`src/rtl/fpu_add_align_if.sv`:
```
// Operand/result handshake bundle for fpu_add_align.
// Slave is the adder front end; master is the producer/consumer around it.
interface fpu_add_align_if;
  logic [31:0] a_i;
  logic [31:0] b_i;
  logic        sub_i;
  logic        in_valid_i;
  logic        in_ready_o;
  logic [33:0] add_o;
  logic        out_valid_o;
  logic        out_ready_i;

  modport slave (
    input  a_i, b_i, sub_i, in_valid_i, out_ready_i,
    output in_ready_o, add_o, out_valid_o
  );

  modport master (
    output a_i, b_i, sub_i, in_valid_i, out_ready_i,
    input  in_ready_o, add_o, out_valid_o
  );
endinterface

```
`src/rtl/fpu_add_align.sv`:
```
// Two-stage binary32 add/sub front end: exponent align, then significand add.
// Emits the unnormalized {sign, exp, carry, hidden, frac} word for fpu_norm.
module fpu_add_align (
  input logic            clk_i,
  input logic            rst_ni,
  fpu_add_align_if.slave bus
);

  logic adv1, adv2, in_fire;
  logic v1, v2;

  // Unpack, with subnormals flushed to a zero significand
  logic        s_a, s_b;
  logic [7:0]  exp_a, exp_b;
  logic [23:0] sig_a, sig_b;
  logic        spec_a, spec_b;

  always_comb begin
    s_a    = bus.a_i[31];
    s_b    = bus.b_i[31] ^ bus.sub_i;
    exp_a  = bus.a_i[30:23];
    exp_b  = bus.b_i[30:23];
    sig_a  = (exp_a == '0) ? '0 : {1'b1, bus.a_i[22:0]};
    sig_b  = (exp_b == '0) ? '0 : {1'b1, bus.b_i[22:0]};
    spec_a = (exp_a == '1);
    spec_b = (exp_b == '1);
  end

  // Stage 1 combinational: order by magnitude (tie keeps A large), then shift
  logic        a_ge_b;
  logic        sl_c, ss_c;
  logic [7:0]  expl_c, exps_c, d_c;
  logic [23:0] sigl_c, sigs_c, shifted_c;
  logic        spec_c;
  logic [33:0] spec_res_c;

  always_comb begin
    a_ge_b     = ({exp_a, sig_a} >= {exp_b, sig_b});
    sl_c       = a_ge_b ? s_a   : s_b;
    ss_c       = a_ge_b ? s_b   : s_a;
    expl_c     = a_ge_b ? exp_a : exp_b;
    exps_c     = a_ge_b ? exp_b : exp_a;
    sigl_c     = a_ge_b ? sig_a : sig_b;
    sigs_c     = a_ge_b ? sig_b : sig_a;
    d_c        = expl_c - exps_c;
    shifted_c  = (d_c >= 8'd24) ? '0 : (sigs_c >> d_c[4:0]);
    spec_c     = spec_a | spec_b;
    spec_res_c = {(spec_a ? s_a : s_b), 8'hFF, 25'h0};
  end

  // Handshake: a stage advances when its successor is empty or draining
  always_comb begin
    adv2           = ~v2 | bus.out_ready_i;
    adv1           = ~v1 | adv2;
    in_fire        = bus.in_valid_i & adv1;
    bus.in_ready_o = adv1;
  end

  logic        s1_sl, s1_ss, s1_spec;
  logic [7:0]  s1_exp;
  logic [23:0] s1_sigl, s1_sigs;
  logic [33:0] s1_spec_res;

  always_ff @(posedge clk_i) begin
    if (!rst_ni) begin
      v1 <= 1'b0;
    end else if (adv1) begin
      v1 <= bus.in_valid_i;
    end
  end

  always_ff @(posedge clk_i) begin
    if (in_fire) begin
      s1_sl       <= sl_c;
      s1_ss       <= ss_c;
      s1_exp      <= expl_c;
      s1_sigl     <= sigl_c;
      s1_sigs     <= shifted_c;
      s1_spec     <= s1_spec_next(spec_c);
      s1_spec_res <= spec_res_c;
    end
  end

  function automatic logic s1_spec_next(input logic s);
    return s;
  endfunction

  // Stage 2 combinational: magnitude add or subtract (L >= S, never negative)
  logic [24:0] m_c;
  logic [33:0] res_c;

  always_comb begin
    if (s1_sl == s1_ss) m_c = {1'b0, s1_sigl} + {1'b0, s1_sigs};
    else                m_c = {1'b0, s1_sigl} - {1'b0, s1_sigs};
    if (s1_spec)         res_c = s1_spec_res;
    else if (m_c == '0)  res_c = '0;
    else                 res_c = {s1_sl, s1_exp, m_c};
  end

  logic [33:0] add_q;

  always_ff @(posedge clk_i) begin
    if (!rst_ni) begin
      v2    <= 1'b0;
      add_q <= '0;
    end else if (adv2) begin
      v2 <= v1;
      if (v1) add_q <= res_c;
    end
  end

  assign bus.add_o       = add_q;
  assign bus.out_valid_o = v2;

endmodule

```
`src/flat_wrapper.sv`:
```
// flat-port wrapper written by rule: the top's interface ports become plain ports
module fpu_add_align_flat 
  (clk_i, rst_ni, bus_a_i, bus_b_i, bus_sub_i, bus_in_valid_i, bus_out_ready_i, bus_in_ready_o, bus_add_o, bus_out_valid_o);
  fpu_add_align_if bus_i ();
  input logic clk_i;
  input logic rst_ni;
  input wire logic [$bits(bus_i.a_i)-1:0] bus_a_i;
  input wire logic [$bits(bus_i.b_i)-1:0] bus_b_i;
  input wire logic [$bits(bus_i.sub_i)-1:0] bus_sub_i;
  input wire logic [$bits(bus_i.in_valid_i)-1:0] bus_in_valid_i;
  input wire logic [$bits(bus_i.out_ready_i)-1:0] bus_out_ready_i;
  output wire logic [$bits(bus_i.in_ready_o)-1:0] bus_in_ready_o;
  output wire logic [$bits(bus_i.add_o)-1:0] bus_add_o;
  output wire logic [$bits(bus_i.out_valid_o)-1:0] bus_out_valid_o;
  assign bus_i.a_i = bus_a_i;
  assign bus_i.b_i = bus_b_i;
  assign bus_i.sub_i = bus_sub_i;
  assign bus_i.in_valid_i = bus_in_valid_i;
  assign bus_i.out_ready_i = bus_out_ready_i;
  assign bus_in_ready_o = bus_i.in_ready_o;
  assign bus_add_o = bus_i.add_o;
  assign bus_out_valid_o = bus_i.out_valid_o;
  fpu_add_align u_core (.clk_i(clk_i), .rst_ni(rst_ni), .bus(bus_i));
endmodule
```
`config.mk`:
```
export PLATFORM = sky130hd
export DESIGN_NAME = fpu_add_align_flat
export DESIGN_NICKNAME = d
export VERILOG_FILES = /design/src/rtl/fpu_add_align_if.sv /design/src/rtl/fpu_add_align.sv /design/src/flat_wrapper.sv
export SDC_FILE = /design/constraint.sdc
export NUM_CORES = 1
export LEC_CHECK = 0
export BUFFER_PORTS_ARGS = -buffer_cell sky130_fd_sc_hd__buf_2
export CAP_MARGIN = 5
export CORE_ASPECT_RATIO = 1.75
export CORE_MARGIN = 1.5
export CORE_UTILIZATION = 43
export DETAILED_ROUTE_END_ITERATION = 8
export PLACE_DENSITY_LB_ADDON = 0.1
export SYNTH_ARGS = -nofsm -noshare
export SYNTH_HDL_FRONTEND = slang
export SYNTH_SLANG_ARGS = --single-unit
```
`constraint.sdc`:
```
create_clock -name clk_i -period 6.11 [get_ports clk_i]
set_input_delay 0.611 -clock clk_i [delete_from_list [all_inputs] [get_ports clk_i]]
set_output_delay 0.611 -clock clk_i [all_outputs]
set_load 0.02 [all_outputs]
```
== Word-level counts from Yosys, hierarchy flattened ==
Index checks and enable logic that the tools add are counted.

* Order comparisons: 2
* Mux-type cells: 12
* Add/subtract/negate cells: 3
* Shift-type cells: 1
* Reductions and logical operators: 4
* Bitwise operators: 7
* Equal/unequal tests: 3

{| class="wikitable"
|+ Operators by type and width
! cell !! count
|-
| $mux W24 || 4
|-
| $mux W34 || 2
|-
| $ge A32 B32 Y1 || 1
|-
| $add A24 B24 Y25 || 1
|-
| $logic_not A25 Y1 || 1
|-
| $mux W25 || 1
|-
| $sub A24 B24 Y25 || 1
|-
| $shr A24 B5 Y24 || 1
|-
| $eq A8 B8 Y1 const B || 2
|-
| $logic_not A8 Y1 || 2
|-
| $mux W8 || 2
|-
| $ge A8 B5 Y1 const B || 1
|-
| $sub A8 B8 Y8 || 1
|-
| $mux W1 || 3
|-
| $or A1 B1 Y1 || 3
|-
| $not A1 Y1 || 2
|-
| $reduce_and A2 Y1 || 1
|-
| $and A1 B1 Y1 || 1
|-
| $eq A1 B1 Y1 || 1
|-
| $xor A1 B1 Y1 || 1
|}

* Flip-flop bits (word level): 96

== Depth between registers and ports, before layout ==
* Depth after elaboration: 6
* Mapped depth: 23

== Least setup slack after synthesis ==
Ideal clock, no wire load.

* Kind: input to register
* Start point: in bus_a_i[23]
* End point: reg u_core.s1_sigs[1], data pin
* Arrival time: 5.129 ns
* Stages on the path: 21
* Setup slack: 0.710 ns
* Path buffers: 5
* Data required time: 5.840 ns
* Cell sequence: nor4_1 -> nand2_1 -> clkbuf_1 -> and2_1 -> ha_1 -> a21o_1 -> a221o_1 -> a221oi_1 -> nor3b_4 -> and2_1 -> buf_2 -> a31oi_1 -> ha_1 -> clkbuf_1 -> clkbuf_1 -> clkbuf_1 -> mux2i_1 -> mux2i_1 -> mux2_2 -> a22oi_1 -> a21oi_1

* Cells in the longest elaborated chain, start to end: 6
* Elaborated cells between the ends (all ways): 9
* Classes of those cells: 1 x add/sub; 2 x order compare; 1 x shift; 4 x mux; 1 x reduce/logical

{| class="wikitable"
|+ Ends and longest elaborated chain
! what !! RTL line !! source
|-
| start, declared || flat_wrapper.sv:7 || <nowiki>input wire logic [$bits(bus_i.a_i)-1:0] bus_a_i;</nowiki>
|-
| $logic_not A8 Y1 || fpu_add_align.sv:23 || <nowiki>sig_a = (exp_a == '0) ? '0 : {1'b1, bus.a_i[22:0]};</nowiki>
|-
| $mux W24 || fpu_add_align.sv:23 ||
|-
| $ge A32 B32 Y1 || fpu_add_align.sv:38 || <nowiki>a_ge_b = ({exp_a, sig_a} >= {exp_b, sig_b});</nowiki>
|-
| $mux W8, on equally long branches || fpu_add_align.sv:41, fpu_add_align.sv:42 ||
|-
| $sub A8 B8 Y8 || fpu_add_align.sv:45 || <nowiki>d_c = expl_c - exps_c;</nowiki>
|-
| $ge A8 B5 Y1 / $shr A24 B5 Y24 (equally long branches) || fpu_add_align.sv:46 || <nowiki>shifted_c = (d_c >= 8'd24) ? '0 : (sigs_c >> d_c[4:0]);</nowiki>
|-
| end signal, assigned || fpu_add_align.sv:78 || <nowiki>s1_sigs <= shifted_c;</nowiki>
|-
| end, declared || fpu_add_align.sv:61 || <nowiki>logic [23:0] s1_sigl, s1_sigs;</nowiki>
|}

Several ways; a longest one is shown, not always the timed one.
A chain may end at the register's enable or synchronous reset.

== Worst setup path in the final report ==
* Start point: in bus_b_i[27]
* End point: reg u_core.s1_sigs[9], data pin

* Cells in the longest elaborated chain, start to end: 6
* Elaborated cells between the ends (all ways): 9
* Classes of those cells: 1 x add/sub; 2 x order compare; 1 x shift; 4 x mux; 1 x reduce/logical

{| class="wikitable"
|+ Ends and longest elaborated chain
! what !! RTL line !! source
|-
| start, declared || flat_wrapper.sv:8 || <nowiki>input wire logic [$bits(bus_i.b_i)-1:0] bus_b_i;</nowiki>
|-
| $logic_not A8 Y1 || fpu_add_align.sv:24 || <nowiki>sig_b = (exp_b == '0) ? '0 : {1'b1, bus.b_i[22:0]};</nowiki>
|-
| $mux W24 || fpu_add_align.sv:24 ||
|-
| $ge A32 B32 Y1 || fpu_add_align.sv:38 ||
|-
| $mux W8, on equally long branches || fpu_add_align.sv:41, fpu_add_align.sv:42 ||
|-
| $sub A8 B8 Y8 || fpu_add_align.sv:45 ||
|-
| $ge A8 B5 Y1 / $shr A24 B5 Y24 (equally long branches) || fpu_add_align.sv:46 ||
|}

Several ways; a longest one is shown, not always the timed one.

==> metrics.md <==
| Metric | Value |
|---|---|
| Run status | `complete, no violations` |
| Syn-to-layout area delta | `14.0%` |
| Critical-path top delay cell | `ha_1` |
| CTS resizes | `0` |
| GRT Util Overall | `25.4%` |
| Crit end category | `register` |
| Worst-skew pair later-pin latency | `0.34 ns` |
| Total Power | `2.72 mW` |
| Fin. Hold Viols | `0` |
| Synth top cells by count | `nand2_1 (127), o21ai_0 (71), nor2_1 (69)` |
| Fraction of layout cells with a size suffix above 1 | `17.1%` |
| Synth top area cells | `edfxtp_1 (22%), ha_1 (9.0%), dfxtp_1 (9.0%), nand2_1 (5.9%), o21ai_0 (4.4%)` |
| Reg area | `0.00252 mm^2` |
| DR vias/cell | `5.70` |
| Multi-input gate area | `0.00523 mm^2` |
| Core Box Area | `0.0184 mm^2` |
| Post-synth top flop | `edfxtp_1` |
| Pin count of the biggest net entering global routing | `61` |
| Post-synth EDFFs | `60` |
| Initial Util | `43.6%` |
| Busiest grt layer | `met2` |
| # rows | `66` |
| Delay-heaviest family, CP | `compound AO/OA/AOI/OAI gates` |
| Fillers | `1,823` |
| Initial antenna violation count | `1` |
| First-pass GRT wire length | `38,100 um` |
| Endpoints failing setup | `0` |
| GPL Wtd Cong | `0.924` |
| Leakage | `3.84 nW` |
| Register area share after synthesis | `31.4%` |
| Fin crit period | `5.48 ns` |
| Initial DRC count | `404` |
| Clock buffer depth | `2` |
| DRT Pass-1 Iters | `5` |
| Crit Path Class | `input pin to register` |
| Slew margin rel. | `35.7%` |
| Crit path required time | `6.28 ns` |
| Die area | `0.0195 mm^2` |
| Syn Nets | `1,077` |
| FMAX | `183 MHz` |
| WP data arrival | `5.65 ns` |
| Via count | `7,334` |
| Num CTS Buffers | `9` |
| IO Count | `105` |
| Met2 Track Usage GR | `49.4%` |
| CTS tree | `yes` |
| Nets | `1,170` |
| Cells after Synth | `949` |
| DRC Markers | `0` |
| Reg-to-reg slack, setup | `0.76 ns` |
| Min-delay worst type | `register to register` |
| DR WL/cell | `19.1 um` |
| Unrepaired setup endpoints after global routing | `false` |
| Met1 usage | `25.6%` |
| Max-slew violation count | `0` |
| Hold-fix buffers, CTS | `0` |
| Count leader, synth | `nand2_1` |
| Clock-pin slew on the worst setup and hold paths | `0.07 ns` |
| Worst-path cell chain | `buf_2, nor4_1, nand2_1, buf_4, nand2_1, ha_1, a21o_1, a221o_1, a221oi_1, nor3b_4, buf_4, a211oi_1, a31oi_1, ha_1, buf_4, nand2_1, inv_1, a221o_1, a21oi_1, nor2_1, nor4_2` |
| Async S/R FF share, synth | `0%` |
| VDD IR max | `0.000157 V` |
| Gr ovfl total | `0` |
| Clock Skews | `0.00942 ns` |
| Die height | `184 um` |
| Port bufs | `104` |
| Synthesized flop and latch total | `96` |
| Number of global-route vias before repair | `7,346` |
| Number of max-cap violations | `0` |
| Postcts setup bufs | `0` |
| Count of cell types in the netlist | `70` |
| Period utilisation layout | `89.7%` |
| CP Max Fanout | `22` |
| Detailed Place HPWL | `20,400 um` |
| Post-Syn Area | `0.00803 mm^2` |
| Worst setup SP type | `input pin` |
| Setup TNS | `0 ns` |
| Measured slew at the worst slew-check pin | `0.962 ns` |
| H-Tree Depth | `3` |
| Synth top area share | `22.4%` |
| Root Driver | `clkbuf_16` |
| Avg Inst Size Synth | `8.46 um^2` |
| CTS Sinks | `96` |
| Post-route ant nets | `0` |
| Worst path bufs/invs | `5` |
| Met3 Resource Use GR | `1.81%` |
| Drt total wl | `24,500 um` |
| PwrDens | `297 mW/mm^2` |
| Yosys warning count | `0` |
| Post-synth top area cell | `edfxtp_1` |
| Die width | `106 um` |
| Max incr delay on CP | `0.47 ns` |
## worst paths after layout
check	startpoint	to	cells after the start
min reg2reg	u_core.bus.add_o[0]	u_core.bus.add_o[0]	2
max	bus_b_i[27]	u_core.s1_sigs[9]	21
max reg2reg	u_core.s1_sigs[0]	u_core.bus.add_o[31]	19
min	u_core.bus.add_o[0]	u_core.bus.add_o[0]	2
## worst min-delay path, cell delays in order (launching register included)
cell      delay, ns
dfxtp_1        0.32
nand2_1        0.05
a21boi_0       0.06
## registers in the layout (all words and copies together) (netlist names)
| name | flops |
|---|---|
| u_core.bus.add_o | 34 |
| u_core.bus.out_valid_o | 1 |
| u_core.s1_exp | 8 |
| u_core.s1_sigl | 24 |
| u_core.s1_sigs | 24 |
| u_core.s1_sl | 1 |
| u_core.s1_spec | 1 |
| u_core.s1_spec_res | 1 |
| u_core.s1_ss | 1 |
| u_core.v1 | 1 |
## cells in the final DEF, fill, tap and decap left out, drive strengths merged, types with 6 or more instances in the layout
cell type,instances
buf,131
nand2,128
o21ai,72
nor2,69
a21oi,63
edfxtp,60
ha,58
and2,37
dfxtp,36
xor2,28
xnor2,27
inv,25
nor2b,23
a21o,22
a22oi,22
nor4,20
nor3,19
nand3,19
mux2i,18
a31oi,17
o22ai,14
clkbuf,13
nand4,10
o21a,9
mux2,9
a211oi,8
o22a,8
o211ai,6
mux4,6
o221ai,6
## per-layer routing
metal	part of all wire [%]	vias to the layer above
met5	0	-
met4	5.8	0
met3	2.5	49
met2	54	185
met1	38	3396
li1	-	3704
## where the power goes
group,internal (mW),total [mW],switching (mW)
Clock,0.303,0.534,0.230
Sequential,0.764,0.803,0.0391
Combinational,0.534,1.38,0.849
Total,1.60,2.72,1.12
## metrics by stage
stage               std cells  utilization, %  setup WS (ns)  instance area (um^2)  hold WS [ns]
finish                   1286            49.7          0.631                  9150         0.485
global route             1286            49.7          0.247                  9150         0.509
CTS                      1285            49.7          0.647                  9150         0.487
detailed placement       1269            48.2          0.294                  8870         0.476
global placement         1269            48.2          0.357                  8870         0.464
floorplan                 949               -          0.710                  8030         0.495
## final cells by class
class | count | share of cell area [%]
diodes | 1 | 0.0273
clock buffers | 13 | 2.86
clock inverters | 3 | 0.246
inverters | 23 | 0.943
multi-input cells | 781 | 57.1
flip-flops and latches | 96 | 27.6
well taps | 238 | 3.25
repair buffers | 131 | 8.04
## cells by family after synthesis
| logic type | Yosys count | share of synthesized area, % |
|---|---|---|
| DFF | 96 | 31.4 |
| buffers and inverters | 72 | 3.68 |
| AOI/OAI and AO/OA | 283 | 23.1 |
| muxes | 33 | 5.23 |
| adders and majority gates | 59 | 9.28 |
| and+or+nand+nor | 351 | 21.3 |
| xor gates and xnor gates | 55 | 6.00 |
Power figures use the tool's default switching activity.
